### config.mk
export PLATFORM = sky130hd
export DESIGN_NAME = decryption_regfile_arbiter
export DESIGN_NICKNAME = d
export VERILOG_FILES = /design/src/rtl/decryption_regfile_arbiter.sv
export SDC_FILE = /design/constraint.sdc
export NUM_CORES = 1
export LEC_CHECK = 0
export CAP_MARGIN = 5
export CORE_MARGIN = 1.5
export CORE_UTILIZATION = 50
export DETAILED_ROUTE_END_ITERATION = 16
export DONT_BUFFER_PORTS = 1
export PLACE_DENSITY = 0.65
export SETUP_SLACK_MARGIN = 0.3
export SYNTH_ARGS = -nofsm -noshare
export SYNTH_HDL_FRONTEND = slang
export SYNTH_SLANG_ARGS = --single-unit
### constraint.sdc
create_clock -name clk -period 4.3 [get_ports clk]
set_clock_uncertainty 0.1 [all_clocks]
set_input_delay 0.215 -clock clk [delete_from_list [all_inputs] [get_ports clk]]
set_output_delay 0.215 -clock clk [all_outputs]
set_load 0.005 [all_outputs]
### src/rtl/decryption_regfile_arbiter.sv
// Round-robin arbiter that shares the decryption key register-file access
// port between the host config bus (req0) and the boot-time key loader (req1).
//
// Handshake: a requester raises reqN_valid with its command and holds it
// until reqN_ack. The ack is a single-cycle pulse, and reqN_rdata/reqN_error
// are valid with it and hold until that requester's next ack. The regfile
// side sees a one-cycle rf_read or rf_write strobe and answers with rf_done
// (plus rf_error) in any later WAIT cycle. Only one transaction is in flight.
module decryption_regfile_arbiter #(
    parameter int addr_width     = 8,
    parameter int reg_width      = 16,
    parameter int timeout_cycles = 15,
    parameter int tmo_width      = 4
) (
    input  logic                  clk,
    input  logic                  rst_n,
    // requester 0: host config bus
    input  logic                  req0_valid,
    input  logic                  req0_write,
    input  logic [addr_width-1:0] req0_addr,
    input  logic [reg_width-1:0]  req0_wdata,
    output logic                  req0_ack,
    output logic [reg_width-1:0]  req0_rdata,
    output logic                  req0_error,
    // requester 1: boot-time key loader
    input  logic                  req1_valid,
    input  logic                  req1_write,
    input  logic [addr_width-1:0] req1_addr,
    input  logic [reg_width-1:0]  req1_wdata,
    output logic                  req1_ack,
    output logic [reg_width-1:0]  req1_rdata,
    output logic                  req1_error,
    // register-file access port
    output logic [addr_width-1:0] rf_addr,
    output logic                  rf_read,
    output logic                  rf_write,
    output logic [reg_width-1:0]  rf_wdata,
    input  logic [reg_width-1:0]  rf_rdata,
    input  logic                  rf_done,
    input  logic                  rf_error,
    // status
    output logic                  busy,
    output logic [1:0]            grant
);

    typedef enum logic [1:0] {
        S_IDLE = 2'd0,
        S_WAIT = 2'd1,
        S_RESP = 2'd2
    } state_t;

    state_t                r_state;
    state_t                w_next;

    logic [addr_width-1:0] r_rf_addr;
    logic [reg_width-1:0]  r_rf_wdata;
    logic                  r_rf_read;
    logic                  r_rf_write;
    logic                  r_is_write;
    logic [1:0]            r_grant;
    logic [tmo_width-1:0]  r_cnt;
    logic                  r_last1;      // 1 when req1 was served last
    logic [reg_width-1:0]  r_resp_data;
    logic                  r_resp_err;
    logic                  r_ack0;
    logic                  r_ack1;
    logic [reg_width-1:0]  r_rdata0;
    logic [reg_width-1:0]  r_rdata1;
    logic                  r_err0;
    logic                  r_err1;

    // A requester is masked during its own ack cycle: its valid is still
    // legitimately high there and must not be mistaken for a new request.
    logic                  w_v0;
    logic                  w_v1;
    logic                  w_any;
    logic                  w_pick1;
    logic                  w_timeout;

    assign w_v0      = req0_valid & ~r_ack0;
    assign w_v1      = req1_valid & ~r_ack1;
    assign w_any     = w_v0 | w_v1;
    assign w_pick1   = w_v1 & (~w_v0 | ~r_last1);
    assign w_timeout = (r_cnt == tmo_width'(timeout_cycles - 1));

    // State register.
    always_ff @(posedge clk or negedge rst_n) begin
        if (!rst_n) begin
            r_state <= S_IDLE;
        end else begin
            r_state <= w_next;
        end
    end

    // Next-state logic: grant, wait for done or timeout, one response cycle.
    always_comb begin
        w_next = r_state;
        case (r_state)
            S_IDLE: if (w_any) w_next = S_WAIT;
            S_WAIT: if (rf_done || w_timeout) w_next = S_RESP;
            S_RESP: w_next = S_IDLE;
            default: w_next = S_IDLE;
        endcase
    end

    // Datapath: latch the winning command, time the wait, route the response.
    always_ff @(posedge clk or negedge rst_n) begin
        if (!rst_n) begin
            r_rf_addr   <= '0;
            r_rf_wdata  <= '0;
            r_rf_read   <= 1'b0;
            r_rf_write  <= 1'b0;
            r_is_write  <= 1'b0;
            r_grant     <= 2'b00;
            r_cnt       <= '0;
            r_last1     <= 1'b1;
            r_resp_data <= '0;
            r_resp_err  <= 1'b0;
            r_ack0      <= 1'b0;
            r_ack1      <= 1'b0;
            r_rdata0    <= '0;
            r_rdata1    <= '0;
            r_err0      <= 1'b0;
            r_err1      <= 1'b0;
        end else begin
            // Strobes and acks are single-cycle pulses by default.
            r_rf_read  <= 1'b0;
            r_rf_write <= 1'b0;
            r_ack0     <= 1'b0;
            r_ack1     <= 1'b0;
            case (r_state)
                S_IDLE: begin
                    if (w_any) begin
                        r_grant    <= w_pick1 ? 2'b10 : 2'b01;
                        r_rf_addr  <= w_pick1 ? req1_addr  : req0_addr;
                        r_rf_wdata <= w_pick1 ? req1_wdata : req0_wdata;
                        r_is_write <= w_pick1 ? req1_write : req0_write;
                        r_rf_write <= w_pick1 ? req1_write : req0_write;
                        r_rf_read  <= w_pick1 ? ~req1_write : ~req0_write;
                        r_cnt      <= '0;
                    end
                end
                S_WAIT: begin
                    r_cnt <= r_cnt + 1'b1;
                    if (rf_done) begin
                        r_resp_err  <= rf_error;
                        r_resp_data <= r_is_write ? '0 : rf_rdata;
                    end else if (w_timeout) begin
                        r_resp_err  <= 1'b1;
                        r_resp_data <= '0;
                    end
                end
                S_RESP: begin
                    if (r_grant[1]) begin
                        r_ack1   <= 1'b1;
                        r_rdata1 <= r_resp_data;
                        r_err1   <= r_resp_err;
                    end else begin
                        r_ack0   <= 1'b1;
                        r_rdata0 <= r_resp_data;
                        r_err0   <= r_resp_err;
                    end
                    r_last1 <= r_grant[1];
                    r_cnt   <= '0;
                    r_grant <= 2'b00;
                end
                default: begin
                    r_grant <= 2'b00;
                end
            endcase
        end
    end

    assign rf_addr    = r_rf_addr;
    assign rf_wdata   = r_rf_wdata;
    assign rf_read    = r_rf_read;
    assign rf_write   = r_rf_write;
    assign grant      = r_grant;
    assign busy       = (r_state != S_IDLE);
    assign req0_ack   = r_ack0;
    assign req0_rdata = r_rdata0;
    assign req0_error = r_err0;
    assign req1_ack   = r_ack1;
    assign req1_rdata = r_rdata1;
    assign req1_error = r_err1;

endmodule

Word level (Yosys, flattened, before mapping)
Index checks and enable logic that the tools add are counted.
- bits in registers: 89
- output and inout port bits: 65
- logic and storage cells: 73
- $add $sub $neg: 1
- equal/unequal tests: 5
- multiplexer cells: 25
- bitwise operators: 13
- reductions and logical operators: 12
- operators with widths (kind ; count):
    $mux 16 ; 4
    $reduce_and 2->1 ; 7
    $mux 1 ; 12
    $pmux 4 s3 ; 1
    $mux 2 ; 4
    $mux 8 ; 1
    $not 1->1 ; 8
    $pmux 2 s2 ; 2
    $add 4x1->4 const B ; 1
    $eq 4x4->1 const B ; 1
    $mux 4 ; 1
    $ne 2x2->1 const B ; 2
    $reduce_bool 2->1 ; 2
    $and 1x1->1 ; 3
    $reduce_bool 3->1 ; 1
    $eq 2x1->1 const B ; 1
    $eq 2x2->1 const B ; 1
    $logic_not 2->1 ; 1
    $or 1x1->1 ; 2
    $logic_or 1x1->1 ; 1

Depth between registers and ports, before layout
- word-level depth: 8
- depth in mapped cells: 9
- mapped depth without buffers: 7

Worst setup path after synthesis
OpenSTA, ideal clock, no wires.
- path kind: register to register
- start point: register r_state[0]
- end point: register r_err0 (netlist: req0_error)
- data arrival time: 1312 ps
- setup slack: 2763 ps
- stages on the path, launching flop included: 5
- period minus slack after synthesis: 1537 ps
- cells stage by stage: dfrtp_1 nand2b_1 nor2_4 buf_6 mux2_2
- cells in the longest elaborated chain, start to end: 2
- RTL lines (element ; line ; RTL):
    start: declaration ; 52 ; state_t r_state;
    start signal: assignment ; 91 ; r_state <= w_next;
    $eq 2x2->1 ; 131 ; case (r_state)
    $reduce_and 2->1 (no line) ; -- ;
    end signal: assignment ; 161 ; r_err0 <= r_resp_err;
    end: declaration ; 69 ; logic r_err0;
No other way between the ends.
A chain may end at the register's enable or synchronous reset.

Worst setup path in the final report
- start point: register r_state[0]
- end point: register r_rf_addr[0] (netlist: rf_addr[0])
- cells in the longest elaborated chain, start to end: 2
- RTL lines (element ; line ; RTL):
    $logic_not 2->1 ; 131 ;
    $reduce_and 2->1 (no line) ; -- ;
    end signal: assignment ; 135 ; r_rf_addr <= w_pick1 ? req1_addr : req0_addr;
    end: declaration ; 55 ; logic [addr_width-1:0] r_rf_addr;
No other way between the ends.

==> flow_summary_export.csv <==
group,metric,value,unit
status,status,"completed",
yosys,synthTopCellsByArea,"dfrtp_1, nand2_1, mux2_2",
yosys,ys_ff_latch,89,
route,drtIter0Drc,92,
yosys,yosysMostFrequentCell,"nand2_1",
timing,fin_crit,2.755,ns
floorplan,ios,137,
clock_network,cts_sinks,89,
floorplan,die_h,88.85,µm
yosys,mappedNetlistArea,0.003685,mm²
route,vias,2935,
clock_network,cts_setup_buffers,0,
yosys,netlist_instances,370,
layout,area_growth,25.87,%
route,wl_per_cell,15.98,µm
worst_setup_path,worstPathMaxFanout,53,
power,ir_drop,0.0002761,V
clock_network,clockRootBuffer,"clkbuf_8",
route,vias_per_cell,5.445,
worst_setup_path,r2r_end,"rf_addr[0]",
timing,slew_violations,0,
yosys,seq_area_frac_synth,0.6048,
place,portBuffers,0,
global_route,grt-ovfl-total,0,
clock_network,cts_resized,0,
clock_network,htreeDepth,3,
floorplan,start_util,0.5135,
global_route,first_global_vias,2908,
timing,tns,0,ns
worst_setup_path,crit_type,"flip-flop to flip-flop",
worst_setup_path,rr_startpoint,"r_state[0]",
power,p_leak,2.227,nW
yosys,synthFlopType,"dfrtp_1",
timing,min_period_over_period,0.6407,
yosys,yosys.area.top_type,"dfrtp_1",
yosys,synthesis.nets,444,
yosys,async_flop_share,1.000,
clock_network,clk_latency,0.34,ns
floorplan,chipWidth,88.85,µm
floorplan,rows,31,
timing,relSlewSlack,0.1968,
worst_setup_path,endpoint_kind,"flip-flop",
place,dp_hpwl,5125,µm
route,first_pass_iters,4,
worst_setup_path,cp_slowest_cell,"a21oi_4",
global_route,antenna_found_initial,0,
clock_network,cts_tree,"done",
global_route,track_usage,0.2187,
place,gp_congestion,0.7622,
timing,tightest_slew,1.202,ns
clock_network,numCtsBuffers,9,
yosys,synth_area_per_cell,9.959,µm²
layout,antennaDiodeCount,0,
yosys,yosys.cell_types.count,35,
worst_setup_path,crit_path_start_kind,"flip-flop",
clock_network,holdBufCountCts,71,
global_route,grt_pass1_wl,13120,µm
worst_setup_path,max_stage_delay,0.90,ns
layout,nNetsFinal,509,
worst_setup_path,arrival,2.88,ns
yosys,synth_edf_count,0,
route,drc_errors,0,
job,cap_violations,0,
worst_setup_path,reg2reg_slack,1.55,ns
timing,rsz0062_at_grt,"no",
timing,hold_violations,0,
worst_hold_path,min_path_type,"input port to flip-flop",
worst_setup_path,worst-r2r-cell-count,4,
yosys,synth_common_cells,"nand2_1, dfrtp_1, nor2_1, a31oi_1, nand3_1",
timing,hold-worst-slack,0.02078,ns
route,drtAntennaViolNets,0,
floorplan,dieArea,0.007893,mm²
power,power_density,652.2,mW/mm²
worst_setup_path,crit_chain,"or2_4 > a21oi_4 > a31oi_1 > dlygate4sd3_1",
layout,post_route_cells_drive_above_1_share,0.09545,
yosys,ys_warn_count,0,
clock_network,path_clk_slew,0.09,ns
timing,clock.fmax,0.3630,GHz
clock_network,cts_buffer_depth,2,
floorplan,coreArea,0.007176,mm²
route,drt-total-wl,8612,µm
global_route,grt_max_degree,90,
timing,setup_viol,0,
worst_setup_path,crit_required,4.42,ns
yosys,yosysTopAreaCellShare,0.5976,
worst_setup_path,crit_start,"r_state[0]",
worst_setup_path,critPathCapture,"rf_addr[0]",
## how the worst min path moves through the flow
stage / end / startpoint / depth (start not counted) / slack, ns
finish: r_resp_err / rf_done / 2 / 0.02
global route: r_resp_err / rf_done / 2 / 0.04
CTS: r_resp_err / rf_done / 2 / 0.003
detailed placement: rf_wdata[1] / rst_n / 0 / -0.18
global placement: rf_wdata[1] / rst_n / 0 / -0.18
floorplan: grant[0] / rst_n / 0 / -0.18
## logic make-up after synthesis
family | count (synthesis) | synth area share
AO/OA/AOI/OAI | 38 | 0.06927
XOR/XNOR | 1 | 0.002377
adder cells (fa/ha/maj) | 2 | 0.006790
buffers and inverters | 21 | 0.03667
flip-flops | 89 | 0.6048
multiplexers | 18 | 0.05467
AND/OR/NAND/NOR | 201 | 0.2255
## worst max-delay path, delay by kind of cell (launching register included)
| family | cells | cell delay [ns] |
|---|---|---|
| DFF | 1 | 0.46 |
| buffers and inverters | 1 | 0.64 |
| AOI/OAI and AO/OA | 2 | 1.09 |
| and+or+nand+nor | 1 | 0.32 |
## flip-flops by register name, summed over array words and instances (netlist names), 2 cells and up
register / count
r_resp_data: 16
req0_rdata: 16
req1_rdata: 16
rf_wdata: 16
rf_addr: 8
r_cnt: 4
grant: 2
r_state: 2
## routing by layer
layer	vias up	global-route usage	share of wire
li1	1343	-	-
met1	1442	0.2552	0.42
met2	130	0.3809	0.48
met3	20	0.05970	0.081
met4	0	0.08949	0.018
met5	-	0	0
## power breakdown
group          switching (mW)  internal [mW]
clock network           0.287          0.331
logic                   0.454          0.474
registers               0.297           1.18
total                    1.04           1.99
## layout make-up
class / count / area, µm²
clock buffer: 10 / 127.6
clock inverter: 6 / 91.34
fill: 564 / 2537
inverter: 4 / 17.52
multi-input combinational: 260 / 1321
sequential: 89 / 2228
tap: 99 / 123.9
timing repair buffer: 71 / 728.2
## through the flow
step,std cells,cell area [µm²],util,power (mW),worst slack [ns]
after global placement,452,3691,0.5144,2.106,2.173
after floorplan,370,3685,-,1.986,2.763
final,539,4638,0.6464,3.025,1.545
after global routing,539,4638,0.6464,3.239,1.357
after CTS,539,4638,0.6464,3.029,1.617
after detailed placement,452,3691,0.5144,2.141,2.126
## layout by cell type (no fill, tap or decap), types with 2 or more instances in the layout
cell and instances:
clkinv_4 2, dlygate4sd3_1 70, ha_1 2, nand2b_1 5, o21ai_0 3, clkbuf_8 9
inv_1 2, a31oi_1 25, a21o_1 2, nor2b_1 2, nand2_1 139, mux2_2 17
o21ai_1 2, dfrtp_1 88, nor2_1 30, nand3_1 18, bufinv_16 2
Note: power is estimated with default switching activity, not from simulation.
